<file path="config.mk">
export PLATFORM = sky130hd
export DESIGN_NAME = ult_distance_filter
export DESIGN_NICKNAME = d
export VERILOG_FILES = /design/src/rtl/ult_pkg.sv /design/src/rtl/ult_seq_divider.sv /design/src/rtl/ult_distance_filter.sv
export SDC_FILE = /design/constraint.sdc
export NUM_CORES = 1
export LEC_CHECK = 0
export ABC_AREA = 0
export CAP_MARGIN = 25
export CORE_MARGIN = 2
export CORE_UTILIZATION = 54
export CTS_CLUSTER_DIAMETER = 40
export DETAILED_ROUTE_END_ITERATION = 10
export GPL_ROUTABILITY_DRIVEN = 1
export HOLD_SLACK_MARGIN = 0.05
export PLACE_DENSITY = 0.77
export SYNTH_ARGS = -nofsm -noshare
export SYNTH_HDL_FRONTEND = slang
export SYNTH_SLANG_ARGS = --single-unit
</file>
<file path="constraint.sdc">
create_clock -name clk -period 4.1 [get_ports clk]
set_input_delay 0.82 -clock clk [delete_from_list [all_inputs] [get_ports clk]]
set_output_delay 0.82 -clock clk [all_outputs]
set_load 0.01 [all_outputs]
</file>
<file path="src/rtl/ult_pkg.sv">
// ult_pkg: shared types and defaults for the ultrasonic distance filter.
//   state_t       - filter FSM states
//   ECHO_W/DIST_W - echo tick-count and distance widths
//   DEF_*         - default conversion / saturation / hysteresis constants
package ult_pkg;

  localparam int ECHO_W = 20;
  localparam int DIST_W = 10;

  localparam logic [11:0]       DEF_TICKS_PER_CM = 12'd2900;
  localparam logic [DIST_W-1:0] DEF_MAX_CM       = 10'd400;
  localparam logic [DIST_W-1:0] DEF_NEAR_ON_CM   = 10'd20;
  localparam logic [DIST_W-1:0] DEF_NEAR_OFF_CM  = 10'd25;

  typedef enum logic [1:0] {
    IDLE   = 2'd0,
    DIVIDE = 2'd1,
    FILTER = 2'd2,
    OUTPUT = 2'd3
  } state_t;

endpackage

</file>
<file path="src/rtl/ult_seq_divider.sv">
// ult_seq_divider: restoring divider, one quotient bit per clock, fixed
// 20-iteration latency, saturating quotient.
//   clk, rst_n  - clock, async active-low reset
//   start       - load dividend and begin (ignored while running)
//   dividend    - 20-bit dividend
//   divisor     - 12-bit divisor (must be non-zero)
//   max_q       - saturation limit for the quotient
//   done        - high during the final iteration; quotient is valid from
//                 the following cycle until the next start
//   quotient    - saturated quotient
module ult_seq_divider
  import ult_pkg::*;
(
  input  logic              clk,
  input  logic              rst_n,
  input  logic              start,
  input  logic [ECHO_W-1:0] dividend,
  input  logic [11:0]       divisor,
  input  logic [DIST_W-1:0] max_q,
  output logic              done,
  output logic [DIST_W-1:0] quotient
);

  logic [ECHO_W-1:0] q;
  logic [11:0]       rem;
  logic [4:0]        count;
  logic              active;
  logic [12:0]       rem_sh;
  logic              fits;

  // q doubles as the shift register: dividend bits leave at the top while
  // quotient bits enter at the bottom.
  assign rem_sh = {rem, q[ECHO_W-1]};
  assign fits   = rem_sh >= {1'b0, divisor};
  assign done   = active && (count == 5'd1);

  always_ff @(posedge clk or negedge rst_n) begin
    if (!rst_n) begin
      q      <= '0;
      rem    <= '0;
      count  <= '0;
      active <= 1'b0;
    end else if (!active) begin
      if (start) begin
        q      <= dividend;
        rem    <= '0;
        count  <= 5'(ECHO_W);
        active <= 1'b1;
      end
    end else begin
      if (fits) begin
        rem <= 12'(rem_sh - {1'b0, divisor});
      end else begin
        rem <= rem_sh[11:0];
      end
      q     <= {q[ECHO_W-2:0], fits};
      count <= count - 5'd1;
      if (count == 5'd1) begin
        active <= 1'b0;
      end
    end
  end

  assign quotient = (q > {10'd0, max_q}) ? max_q : q[DIST_W-1:0];

endmodule

</file>
<file path="src/rtl/ult_distance_filter.sv">
// ult_distance_filter: converts echo pulse widths to centimetres, averages
// the last 4 samples and drives a presence flag with hysteresis.
//   clk, rst_n    - clock, async active-low reset
//   echo_count    - echo width in clk ticks, taken with echo_valid
//   echo_valid    - strobe: new measurement (wins over echo_timeout)
//   echo_timeout  - strobe: no echo, treated as a MAX_CM sample
//   dist_cm       - averaged distance, held between updates
//   dist_valid    - one-cycle pulse when dist_cm/near update
//   near          - presence flag with hysteresis
//   busy          - sample in flight
//   overrun       - sticky: strobe dropped while busy
//
// state  | meaning
// IDLE   | waiting for a strobe
// DIVIDE | divider converting ticks to cm (20 cycles)
// FILTER | window/sum update, new distance and near computed
// OUTPUT | dist_valid pulse, new dist_cm/near visible
module ult_distance_filter
  import ult_pkg::*;
#(
  parameter logic [11:0]       TICKS_PER_CM = DEF_TICKS_PER_CM,
  parameter logic [DIST_W-1:0] MAX_CM       = DEF_MAX_CM,
  parameter logic [DIST_W-1:0] NEAR_ON_CM   = DEF_NEAR_ON_CM,
  parameter logic [DIST_W-1:0] NEAR_OFF_CM  = DEF_NEAR_OFF_CM,
  parameter int                AVG_LOG2     = 2
) (
  input  logic              clk,
  input  logic              rst_n,
  input  logic [ECHO_W-1:0] echo_count,
  input  logic              echo_valid,
  input  logic              echo_timeout,
  output logic [DIST_W-1:0] dist_cm,
  output logic              dist_valid,
  output logic              near,
  output logic              busy,
  output logic              overrun
);

  localparam int DEPTH = 1 << AVG_LOG2;

  localparam logic [1:0] S_IDLE   = 2'(IDLE);
  localparam logic [1:0] S_DIVIDE = 2'(DIVIDE);
  localparam logic [1:0] S_FILTER = 2'(FILTER);
  localparam logic [1:0] S_OUTPUT = 2'(OUTPUT);

  logic [1:0]          state;
  logic                from_tmo;
  logic                prime;
  logic [DIST_W-1:0]   win [DEPTH];
  logic [AVG_LOG2-1:0] wr_ptr;
  logic [11:0]         sum;

  logic                div_start;
  logic                div_done;
  logic [DIST_W-1:0]   div_q;
  logic [DIST_W-1:0]   sample;
  logic [11:0]         sum_next;
  logic [DIST_W-1:0]   dist_next;
  logic                near_next;

  assign div_start = (state == S_IDLE) && echo_valid;

  ult_seq_divider u_div (
    .clk      (clk),
    .rst_n    (rst_n),
    .start    (div_start),
    .dividend (echo_count),
    .divisor  (TICKS_PER_CM),
    .max_q    (MAX_CM),
    .done     (div_done),
    .quotient (div_q)
  );

  assign sample = from_tmo ? MAX_CM : div_q;

  always_comb begin
    sum_next = sum;
    if (prime) begin
      sum_next = {2'b00, sample} << AVG_LOG2;
    end else begin
      sum_next = sum - {2'b00, win[wr_ptr]} + {2'b00, sample};
    end
    dist_next = DIST_W'(sum_next >> AVG_LOG2);

    near_next = near;
    if (!near && (dist_next < NEAR_ON_CM)) begin
      near_next = 1'b1;
    end else if (near && (dist_next > NEAR_OFF_CM)) begin
      near_next = 1'b0;
    end
  end

  // dist_cm/near are registered on the FILTER->OUTPUT edge so they are
  // already current while dist_valid is high.
  always_ff @(posedge clk or negedge rst_n) begin
    if (!rst_n) begin
      state    <= S_IDLE;
      from_tmo <= 1'b0;
      prime    <= 1'b1;
      wr_ptr   <= '0;
      sum      <= '0;
      dist_cm  <= '0;
      near     <= 1'b0;
      overrun  <= 1'b0;
      for (int i = 0; i < DEPTH; i++) begin
        win[i] <= '0;
      end
    end else begin
      if (busy && (echo_valid || echo_timeout)) begin
        overrun <= 1'b1;
      end
      case (state)
        S_IDLE: begin
          if (echo_valid) begin
            from_tmo <= 1'b0;
            state    <= S_DIVIDE;
          end else if (echo_timeout) begin
            from_tmo <= 1'b1;
            state    <= S_FILTER;
          end
        end
        S_DIVIDE: begin
          if (div_done) begin
            state <= S_FILTER;
          end
        end
        S_FILTER: begin
          sum     <= sum_next;
          dist_cm <= dist_next;
          near    <= near_next;
          if (prime) begin
            for (int i = 0; i < DEPTH; i++) begin
              win[i] <= sample;
            end
            prime <= 1'b0;
          end else begin
            win[wr_ptr] <= sample;
            wr_ptr      <= wr_ptr + 1'b1;
          end
          state <= S_OUTPUT;
        end
        default: begin
          state <= S_IDLE;
        end
      endcase
    end
  end

  assign busy       = (state != S_IDLE);
  assign dist_valid = (state == S_OUTPUT);

endmodule
</file>
==> reports/qor.txt <==
Status -> complete, no violations
# placed instances -> 740
DR iter-0 viols -> 214
Worst Hold Margin -> 0.433 ns
TritonCTS clock tree -> built
Final nets -> 684
Grt ovf -> 0
Max-slew violation count -> 0
Die footprint -> 0.0113 sq mm
First-pass DRT Iterations -> 4
Number of global-route vias before repair -> 4217
Vias -> 4272
H-tree levels -> 3
First-pass GRT wire length -> 19900 um
Area growth syn-to-layout -> 15.9%
Endpoint class of the critical path -> flop
Avg Vias per Cell -> 5.58
Most common cell after layout, fill and taps aside -> dfrtp_1
Reg2Reg Depth -> 17
Post-synthesis xor/xnor area fraction -> 2.47%
Row count -> 37
Clock transition at path regs -> 0.09 ns
Synth Warn # -> 0
WS Path Type -> reg2reg
Largest area contributor in the netlist -> dfrtp_1
Mean Syn Cell Area -> 9.80 sq um
Crit start category -> flop
Initial Util -> 55.4%
Post-CTS Hold Buffers -> 0
GR Util All Layers -> 21.8%
Share of layout cells above drive strength 1 -> 14.9%
Port Buf Inserts -> 37
EDFF count, synth -> 0
R2R Path End -> near
Mux contribution to synthesized area -> 9.79%
Die W -> 106 um
Crit share post-route -> 98.0%
Final wirelength -> 11800 um
Cells after Synth -> 578
Adder-cell area share of the yosys netlist -> 9.06%
Crit Path Max Fanout -> 4
Leak -> 3.12 nW
#FFs+latches synth -> 98
CORE AREA -> 0.0102 sq mm
DP HPWL -> 8520 um
Clock Latency Late Sink -> 0.36 ns
Worst Hold Class -> in2async
Worst Path Required -> 4.38 ns
Max cap viols -> 0
Diodes inserted -> 0
Slowest stage cell, crit path -> or4_4
Main flop type after synthesis -> dfrtp_1
Post-synthesis compound-gate area fraction -> 16.0%
Fill count -> 804
IR drop worst, VDD -> 519 uV
Drc violations -> 0
Post-route insts no fill -> 766
Simple-gate area share of the yosys netlist -> 13.0%
CP peak stage delay -> 0.57 ns
Relative slew slack -> 63.7%
DIE HEIGHT -> 106 um
Final setup fails -> 0
Largest family of logic cells by synthesized area -> compound AO/OA/AOI/OAI gates
Least-Margin Pin Slew -> 0.544 ns
Mapped cell area -> 0.00566 sq mm
R2R setup slack -> 0.08 ns
Distinct cells, synth -> 64
Ranking of synthesized cells by area -> dfrtp_1 (43%), o21ai_0 (6.9%), nand2_1 (6.2%)
Inserted Clock Buffers -> 9
Clock Sinks -> 98
Power per cell area -> 908 mW/mm^2
Fmax -> 249 MHz
Clock Path Buffers -> 2
Worst EP arrival -> 4.30 ns
Worst Clk Skew -> 0.00701 ns
Fin util -> 64.2%
Ports -> 38
Final Hold Viols -> 0
Post-route ant nets -> 0
Clk Tree Root Cell -> clkbuf_8
Initial antenna violation count -> 0
Final min period -> 4.02 ns
Commonest non-fill, non-tap cells in the layout -> dfrtp_1 (96), nand2_1 (93), o21ai_0 (77)
Post-synth ARST share -> 100%
Largest net degree at the start of global routing -> 69
Syn_nets -> 637
CP cell instances -> or4_4 -> nor3_4 -> and2_4 -> buf_4 -> nand2_1 -> ha_1 -> inv_1 -> ha_1 -> fa_2 -> a211oi_2 -> buf_4 -> o21ai_1 -> a31oi_1 -> xnor2_1 -> a211oi_1 -> o2111ai_1 -> a22oi_2
Sequential cell area fraction in the yosys report -> 43.3%
WL/cell -> 15.4 um
Yosys top cell area share -> 42.9%
Final GP Congestion -> 0.883
FF-to-FF Start -> u_div.q[18]
[cells in the mapped netlist, drive strengths merged, types with 3 or more instances]
library cell and instances:
nor2b 3, nand3 6, a22o 3, a21oi 19, o211ai 3, ha 25, xnor2 10, clkbuf 16
fa 10, nand2 95, nor4 4, or4 3, inv 48, o31ai 3, mux4 10, buf 17
mux2i 28, and3 4, mux2 4, and2 8, nor3 6, a211oi 5, dfrtp 97, nor2 21
o21bai 5, xor2 6, o21ai 86, a31oi 5, a21o 5
[worst max path at each step]
stage           end   startpoint  cells past startpoint
2_1_floorplan  near  u_div.q[14]                     14
3_3_place_gp   near  u_div.q[11]                     15
3_5_place_dp   near  u_div.q[11]                     15
4_1_cts        near  u_div.q[11]                     15
5_1_grt        near  u_div.q[18]                     17
6_report       near  u_div.q[18]                     17
[state kept, by name (all words and copies together) (netlist names)]
signal        count
overrun           1
state             2
prime             1
wr_ptr            2
win              40
from_tmo          1
near              1
u_div.count       5
u_div.rem        12
sum               2
dist_cm          10
u_div.active      1
u_div.q          20
[routing by layer]
metal  vias to the layer above  part of all wire (%)  GRT usage, %
met1                      2076                    44          29.7
met4                         0                   1.5          7.98
met3                        18                   5.3          4.35
met5                         -                     0             0
met2                       109                    49          35.0
li1                       2069                     -             -
[per-stage QoR]
stage,instance area [sq um],setup TNS (ns),power (mW),setup WS (ns)
2_1_floorplan,5660,0,4.24,0.201
3_3_place_gp,6190,0,4.90,0.148
3_5_place_dp,6190,-0.00615,5.03,-0.00615
4_1_cts,6410,0,5.71,0.00412
5_1_grt,6570,-0.142,6.51,-0.142
6_report,6570,0,5.96,0.0839
[critical path: cells and delay by family, from the launching register on]
family,cells,cell delay (ns)
compound gates,6,1.15
simple gates,4,1.08
fa+ha+maj,3,0.89
flops,1,0.39
buf+inv,3,0.31
xor+xnor,1,0.11
[power by group]
part           switching, mW  internal (mW)  total, mW
Clock                  0.325          0.334      0.658
Sequential             0.336           1.33       1.67
Combinational           1.91           1.73       3.64
Total                   2.57           3.39       5.96
[logic make-up after synthesis]
group / Yosys count
AO/OA/AOI/OAI: 146
AND/OR/NAND/NOR: 158
buffers and inverters: 82
multiplexers: 42
other: 1
flip-flops: 98
XOR/XNOR: 16
adder cells (fa/ha/maj): 35
[cell type report]
type / count / area [sq um] / area share (%)
Multi-Input combinational cell: 398 / 2920 / 44.5
Sequential cell: 98 / 2450 / 37.4
Timing Repair Buffer: 69 / 621 / 9.45
Inverter: 49 / 184 / 2.80
Tap cell: 136 / 170 / 2.59
Clock buffer: 13 / 169 / 2.57
Clock inverter: 3 / 46.3 / 0.705
[timing repair]
| item | CTS | global route |
|---|---|---|
| setup buffers | 0 | 9 |
| hold endpoints to repair | 0 | 0 |
| setup endpoints to repair | 1 | 5 |
| pin swaps | 1 | 11 |
| resized for setup | 1 | 14 |
Power figures use the tool's default switching activity.
